$ cat config.mk
export PLATFORM = sky130hd
export DESIGN_NAME = core_cycle_timer
export DESIGN_NICKNAME = d
export VERILOG_FILES = /design/src/rtl/core_cycle_timer_pkg.sv /design/src/rtl/core_cycle_timer_phase_timer.sv /design/src/rtl/core_cycle_timer.sv
export SDC_FILE = /design/constraint.sdc
export NUM_CORES = 1
export LEC_CHECK = 0
export BUFFER_PORTS_ARGS = -buffer_cell sky130_fd_sc_hd__buf_2
export CAP_MARGIN = 30
export CORE_UTILIZATION = 50
export CTS_CLUSTER_SIZE = 10
export DETAILED_ROUTE_END_ITERATION = 7
export PLACE_DENSITY = 0.84
export SLEW_MARGIN = 25
export SYNTH_ARGS = -nofsm -noshare
export SYNTH_HDL_FRONTEND = slang
export SYNTH_SLANG_ARGS = --single-unit
$ cat constraint.sdc
create_clock -name clk -period 4.8 [get_ports clk]
set_input_delay 0.24 -clock clk [delete_from_list [all_inputs] [get_ports clk]]
set_output_delay 0.24 -clock clk [all_outputs]
set_load 0.02 [all_outputs]
$ cat src/rtl/core_cycle_timer_pkg.sv
// Shared timing definitions for the core-memory cycle sequencer: phase
// encoding, system tick period and a nanosecond-to-tick conversion.
package core_cycle_timer_pkg;

  localparam int TICK_NS = 20;

  typedef enum logic [2:0] {
    ST_IDLE    = 3'd0,
    ST_READ    = 3'd1,
    ST_PAUSE   = 3'd2,
    ST_WRITE   = 3'd3,
    ST_RECOVER = 3'd4
  } state_e;

  // Rounds up so a window is never shorter than the requested analog time.
  function automatic int ticks_from_ns(input int ns);
    return (ns + TICK_NS - 1) / TICK_NS;
  endfunction

endpackage

$ cat src/rtl/core_cycle_timer_phase_timer.sv
// Loadable down-counter that times the read, write and recovery phases.
// A load takes priority over counting; the count holds once it reaches zero.
module core_cycle_timer_phase_timer
  import core_cycle_timer_pkg::*;
#(
  parameter int CW = 4
) (
  input  logic          clk,
  input  logic          reset,
  input  logic          load_i,
  input  logic [CW-1:0] load_value_i,
  input  logic          en_i,
  output logic [CW-1:0] count_o,
  output logic          zero_o
);

  logic [CW-1:0] count_q, count_d;

  // NOTE: every signal assigned in always_comb gets a default first, so no
  // path through the block can leave it unassigned and infer a latch.
  always_comb begin
    count_d = count_q;
    if (load_i) begin
      count_d = load_value_i;
    end else if (en_i && (count_q != '0)) begin
      count_d = count_q - 1'b1;
    end
  end

  // NOTE: state registers use non-blocking assignments so every flop samples
  // the pre-edge values regardless of statement or block ordering.
  always_ff @(posedge clk or posedge reset) begin
    if (reset) begin
      count_q <= '0;
    end else begin
      count_q <= count_d;
    end
  end

  assign count_o = count_q;
  assign zero_o  = (count_q == '0);

endmodule

$ cat src/rtl/core_cycle_timer.sv
// Core-memory cycle sequencer: read window with sense strobe, optional
// read-pause-write hold, write window and recovery, all outputs registered.
module core_cycle_timer
  import core_cycle_timer_pkg::*;
#(
  parameter int CW    = 4,
  parameter int T_RD  = ticks_from_ns(200),
  parameter int T_STB = 6,
  parameter int T_WR  = ticks_from_ns(200),
  parameter int T_REC = ticks_from_ns(100)
) (
  input  logic clk,
  input  logic reset,
  input  logic start,
  input  logic pause,
  input  logic resume,
  input  logic abort,
  input  logic clr_err,
  output logic busy,
  output logic rd,
  output logic strobe,
  output logic paused,
  output logic wr,
  output logic done,
  output logic aborted,
  output logic overrun
);

  localparam int T_MAX = (1 << CW) - 1;

  if (T_RD < 1 || T_WR < 1 || T_REC < 1) begin : g_bad_zero
    $fatal(1, "core_cycle_timer: T_RD, T_WR and T_REC must be non-zero");
  end
  if (T_RD > T_MAX || T_STB > T_MAX || T_WR > T_MAX || T_REC > T_MAX) begin : g_bad_width
    $fatal(1, "core_cycle_timer: a phase length does not fit in CW bits");
  end
  if (T_STB < 1 || T_STB > T_RD - 1) begin : g_bad_stb
    $fatal(1, "core_cycle_timer: T_STB must lie in 1..T_RD-1");
  end

  localparam logic [CW-1:0] RD_LOAD  = CW'(T_RD - 1);
  localparam logic [CW-1:0] WR_LOAD  = CW'(T_WR - 1);
  localparam logic [CW-1:0] REC_LOAD = CW'(T_REC - 1);
  // Count seen one cycle before the strobe cycle, so the registered strobe
  // lands T_STB cycles after rd rose.
  localparam logic [CW-1:0] STB_AT   = CW'(T_RD - T_STB);

  state_e        state_q, state_d;
  logic          pause_q, pause_d;
  logic          tmr_load, tmr_en, tmr_zero;
  logic [CW-1:0] tmr_value, tmr_count;
  logic          busy_q, rd_q, strobe_q, paused_q, wr_q, done_q, aborted_q, overrun_q;
  logic          is_active, kill, ovr_set;

  assign is_active = (state_q != ST_IDLE);
  assign kill      = abort && is_active;
  assign ovr_set   = start && is_active;

  core_cycle_timer_phase_timer #(
    .CW (CW)
  ) u_phase_timer (
    .clk          (clk),
    .reset        (reset),
    .load_i       (tmr_load),
    .load_value_i (tmr_value),
    .en_i         (tmr_en),
    .count_o      (tmr_count),
    .zero_o       (tmr_zero)
  );

  always_comb begin
    state_d   = state_q;
    pause_d   = pause_q;
    tmr_load  = 1'b0;
    tmr_value = '0;
    tmr_en    = 1'b0;
    unique case (state_q)
      ST_IDLE: begin
        if (start) begin
          state_d   = ST_READ;
          pause_d   = pause;
          tmr_load  = 1'b1;
          tmr_value = RD_LOAD;
        end
      end
      ST_READ: begin
        if (!tmr_zero) begin
          tmr_en = 1'b1;
        end else if (pause_q) begin
          state_d = ST_PAUSE;
        end else begin
          state_d   = ST_WRITE;
          tmr_load  = 1'b1;
          tmr_value = WR_LOAD;
        end
      end
      ST_PAUSE: begin
        if (resume) begin
          state_d   = ST_WRITE;
          tmr_load  = 1'b1;
          tmr_value = WR_LOAD;
        end
      end
      ST_WRITE: begin
        if (!tmr_zero) begin
          tmr_en = 1'b1;
        end else begin
          state_d   = ST_RECOVER;
          tmr_load  = 1'b1;
          tmr_value = REC_LOAD;
        end
      end
      ST_RECOVER: begin
        if (!tmr_zero) begin
          tmr_en = 1'b1;
        end else begin
          state_d = ST_IDLE;
        end
      end
      default: state_d = ST_IDLE;
    endcase

    // Abort overrides every transition above, including a pending resume.
    if (kill) begin
      state_d   = ST_IDLE;
      pause_d   = 1'b0;
      tmr_load  = 1'b1;
      tmr_value = '0;
      tmr_en    = 1'b0;
    end
  end

  // Outputs are decoded from next state so each window starts on the same
  // edge as its phase, with no input reaching an output combinationally.
  always_ff @(posedge clk or posedge reset) begin
    if (reset) begin
      state_q   <= ST_IDLE;
      pause_q   <= 1'b0;
      busy_q    <= 1'b0;
      rd_q      <= 1'b0;
      strobe_q  <= 1'b0;
      paused_q  <= 1'b0;
      wr_q      <= 1'b0;
      done_q    <= 1'b0;
      aborted_q <= 1'b0;
      overrun_q <= 1'b0;
    end else begin
      state_q   <= state_d;
      pause_q   <= pause_d;
      busy_q    <= (state_d != ST_IDLE);
      rd_q      <= (state_d == ST_READ);
      strobe_q  <= (state_q == ST_READ) && (tmr_count == STB_AT) && !kill;
      paused_q  <= (state_d == ST_PAUSE);
      wr_q      <= (state_d == ST_WRITE);
      done_q    <= (state_q == ST_RECOVER) && tmr_zero && !kill;
      aborted_q <= kill;
      if (ovr_set) begin
        overrun_q <= 1'b1;
      end else if (clr_err) begin
        overrun_q <= 1'b0;
      end
    end
  end

  assign busy    = busy_q;
  assign rd      = rd_q;
  assign strobe  = strobe_q;
  assign paused  = paused_q;
  assign wr      = wr_q;
  assign done    = done_q;
  assign aborted = aborted_q;
  assign overrun = overrun_q;

endmodule

==> flow_metrics.tcl <==
set metrics [dict create \
    ir_worst_vdd_uv 389 \
    die_area_um2 2020 \
    tns_ns 0 \
    max-slew-margin-rel_pct 60.0 \
    dr.pass1.iters 4 \
    gr-total-overflow 0 \
    holdCritPathClass "primary input to async pin" \
    p_int_uw 371 \
    placementRows 15 \
    grtUsageTotal_pct 18.3 \
    final_nets 119 \
    cts_root_buf "clkbuf_4" \
    reg2regPathDepth 7 \
    async_reset_ff_share_pct 100 \
    p_clk_share_pct 10.3 \
    viasPerCell 5.74 \
    cts-htree-levels 1 \
    drive_gt1_share_pct 24.1 \
    portBuffers 14 \
    synth_area_um2 922 \
    wl_per_cell_um 13.1 \
    synth_top_area_share_pct 43.4 \
    drc 0 \
    syn_inst 95 \
    path_cells "inv_1 > ha_1 > nor3b_4 > nand2_1 > xnor2_1 > or3_2 > nor2b_1" \
    post_cts_buffers 0 \
    grt_max_degree 17 \
    clkSlewWorstSetupHoldPaths_ns 0.09 \
    postRouteWirelength_um 1750 \
    post-route-period-util_pct 39.0 \
    grt_pass1_wl_um 2670 \
    cts_tree "built" \
    status "finished, final reports clean" \
    max-cap-violations 0 \
    die_x_um 44.9 \
    cts_sinks 16 \
    io_pins 15 \
    endpoint "paused" \
    total_power_uw 673 \
    first_iter_violations 10 \
    insertion_delay_ns 0.28 \
    place.gp.congestion 0.847 \
    utilization_pct 58.6 \
    finalNonFillerCells 133 \
    grt_pass1_vias 637 \
    switchingPower_uw 302 \
    crit_path_start_kind "flop" \
    critPathLaunch "u_phase_timer.count_o[0]" \
    skew_ns 0.00140 \
    hold_violations 0 \
    synth_warnings 0 \
    switching_share_pct 44.9 \
    path_class "flop to flop" \
    synth_top_area_cell "dfrtp_1" \
    antenna_cells 0 \
    r2r-end "paused" \
    antenna_found_initial 0 \
    worst_hold_slack_ns 0.00844 \
    p_leak_uw 0.000458 \
    synth_edf_count 0 \
    syn_area_per_cell_um2 9.71 \
    syn2layout_area_growth_pct 9.77 \
    max_freq_mhz 534 \
    p_per_area_nw_per_um2 665 \
    worst_pin_slew_ns 0.599 \
    r2r-start "u_phase_timer.count_o[0]" \
    cts.repair.resized 0 \
    syn_nets 104 \
    endpoint_kind "flop" \
    via_count 763 \
    yosys.cell_types.count 40 \
    start_util_pct 53.4 \
    ant_nets 0 \
    synth_area_leaders "dfrtp_1, nor2_1, a21oi_1" \
    synthFlopType "dfrtp_1" \
    ys_seq_area_share_pct 43.4 \
    required_ns 5.02 \
    holdBufCountCts 0 \
    slew_viol_final 0 \
    max_stage_delay_ns 0.43 \
    worstPathArrival_ns 2.09 \
    p_seq_share_pct 36.4 \
    cts_inserted_buffers 3 \
    synth_seq_cells 16 \
    rrSetupSlack_ns 2.93 \
    worstPathMaxFanout 7 \
    post-place-cells 130 \
    p_comb_share_pct 53.3 \
    clock_path_buffers 2 \
    rsz0062_at_grt "no" \
    fin_crit_ns 1.87 \
    final-setup-viol-count 0 \
    crit_path_top_delay_cell "or3_2" \
    core-area_um2 1730 \
    dp_hpwl_um 1240 \
    dieHeight_um 44.9 \
]
==> synthesized netlist by cell type (2+ instances only) <==
cell	instances
dfrtp_1	16
nor2_1	10
inv_1	8
a21oi_1	7
nor3_1	4
o21ai_0	4
nand2_1	3
nor2b_1	3
o22ai_1	3
and3_1	2
buf_6	2
ha_1	2
nand2b_1	2
nand3_1	2
o2bb2ai_1	2
==> registers in the layout, summed over array words and instances (netlist names) <==
signal / count
aborted: 1
busy: 1
done: 1
overrun: 1
pause_q: 1
paused: 1
rd: 1
state_q: 3
strobe: 1
u_phase_timer.count_o: 4
wr: 1
==> kinds of logic (layout without fill, tap and decap cells) <==
logic type	count (synthesis)	after routing	synth area share (%)
AO/OA/AOI/OAI	25	25	18.5
XOR/XNOR	1	1	0.950
adder cells (fa/ha/maj)	2	2	2.71
buffers and inverters	12	25	6.92
flip-flops	16	16	43.4
multiplexers	1	1	1.09
AND/OR/NAND/NOR	38	38	26.5
==> area by class of cell <==
type	instances	area [µm²]
well taps	25	31.3
clock buffers	3	22.5
flip-flops and latches	16	400
fillers	144	714
repair buffers	14	70.1
multi-input cells	67	458
inverters	8	30.0
==> per-stage QoR <==
stage          setup WS [ns]  instance area, µm²
2_1_floorplan           3.11                 922
3_3_place_gp            3.05                 990
3_5_place_dp            2.96                 990
4_1_cts                 2.94                1010
5_1_grt                 2.79                1010
6_report                2.93                1010
==> per-layer routing <==
layer	wire length [µm]	track usage, %	vias to the layer above
met4	20	8.48	0
met1	825	24.2	370
li1	-	-	366
met2	827	28.7	23
met5	0	0	-
met3	71	3.60	4
==> power by group through the flow <==
| stage | clock, µW | combinational, µW | sequential, µW |
|---|---|---|---|
| finish | 69.2 | 359 | 245 |
| global route | 76.0 | 394 | 252 |
| CTS | 69.8 | 358 | 242 |
| detailed placement | 0 | 357 | 245 |
| global placement | 0 | 344 | 243 |
| floorplan | 0 | 287 | 248 |
==> layout by cell type (no fill, tap or decap), drive strengths merged, types with 2 or more instances in the layout <==
cell,n
nand2,3
nor2b,4
nor3,4
nand3,2
nor2,10
buf,14
ha,2
clkbuf,3
o22ai,4
nand2b,2
nor3b,3
or3,2
nor4,2
inv,8
o21ai,5
dfrtp,16
a21oi,8
and3,2
o2bb2ai,2
==> critical path, delay by kind of cell, from the launching register on <==
kind	cells	cell delay [ns]
xor gates and xnor gates	1	0.13
adders and majority gates	1	0.21
buffers and inverters	1	0.12
DFF	1	0.40
and+or+nand+nor	4	0.96
==> worst min-delay path by stage <==
stage / start / slack, ns / end / cells after the start
floorplan: reset / 0.15 / aborted / 1
global placement: reset / 0.33 / paused / 2
detailed placement: reset / 0.33 / wr / 2
CTS: reset / 0.03 / wr / 2
global route: reset / 0.06 / wr / 2
finish: reset / 0.008 / paused / 2
No activity file was read; power rests on OpenSTA's default activity.
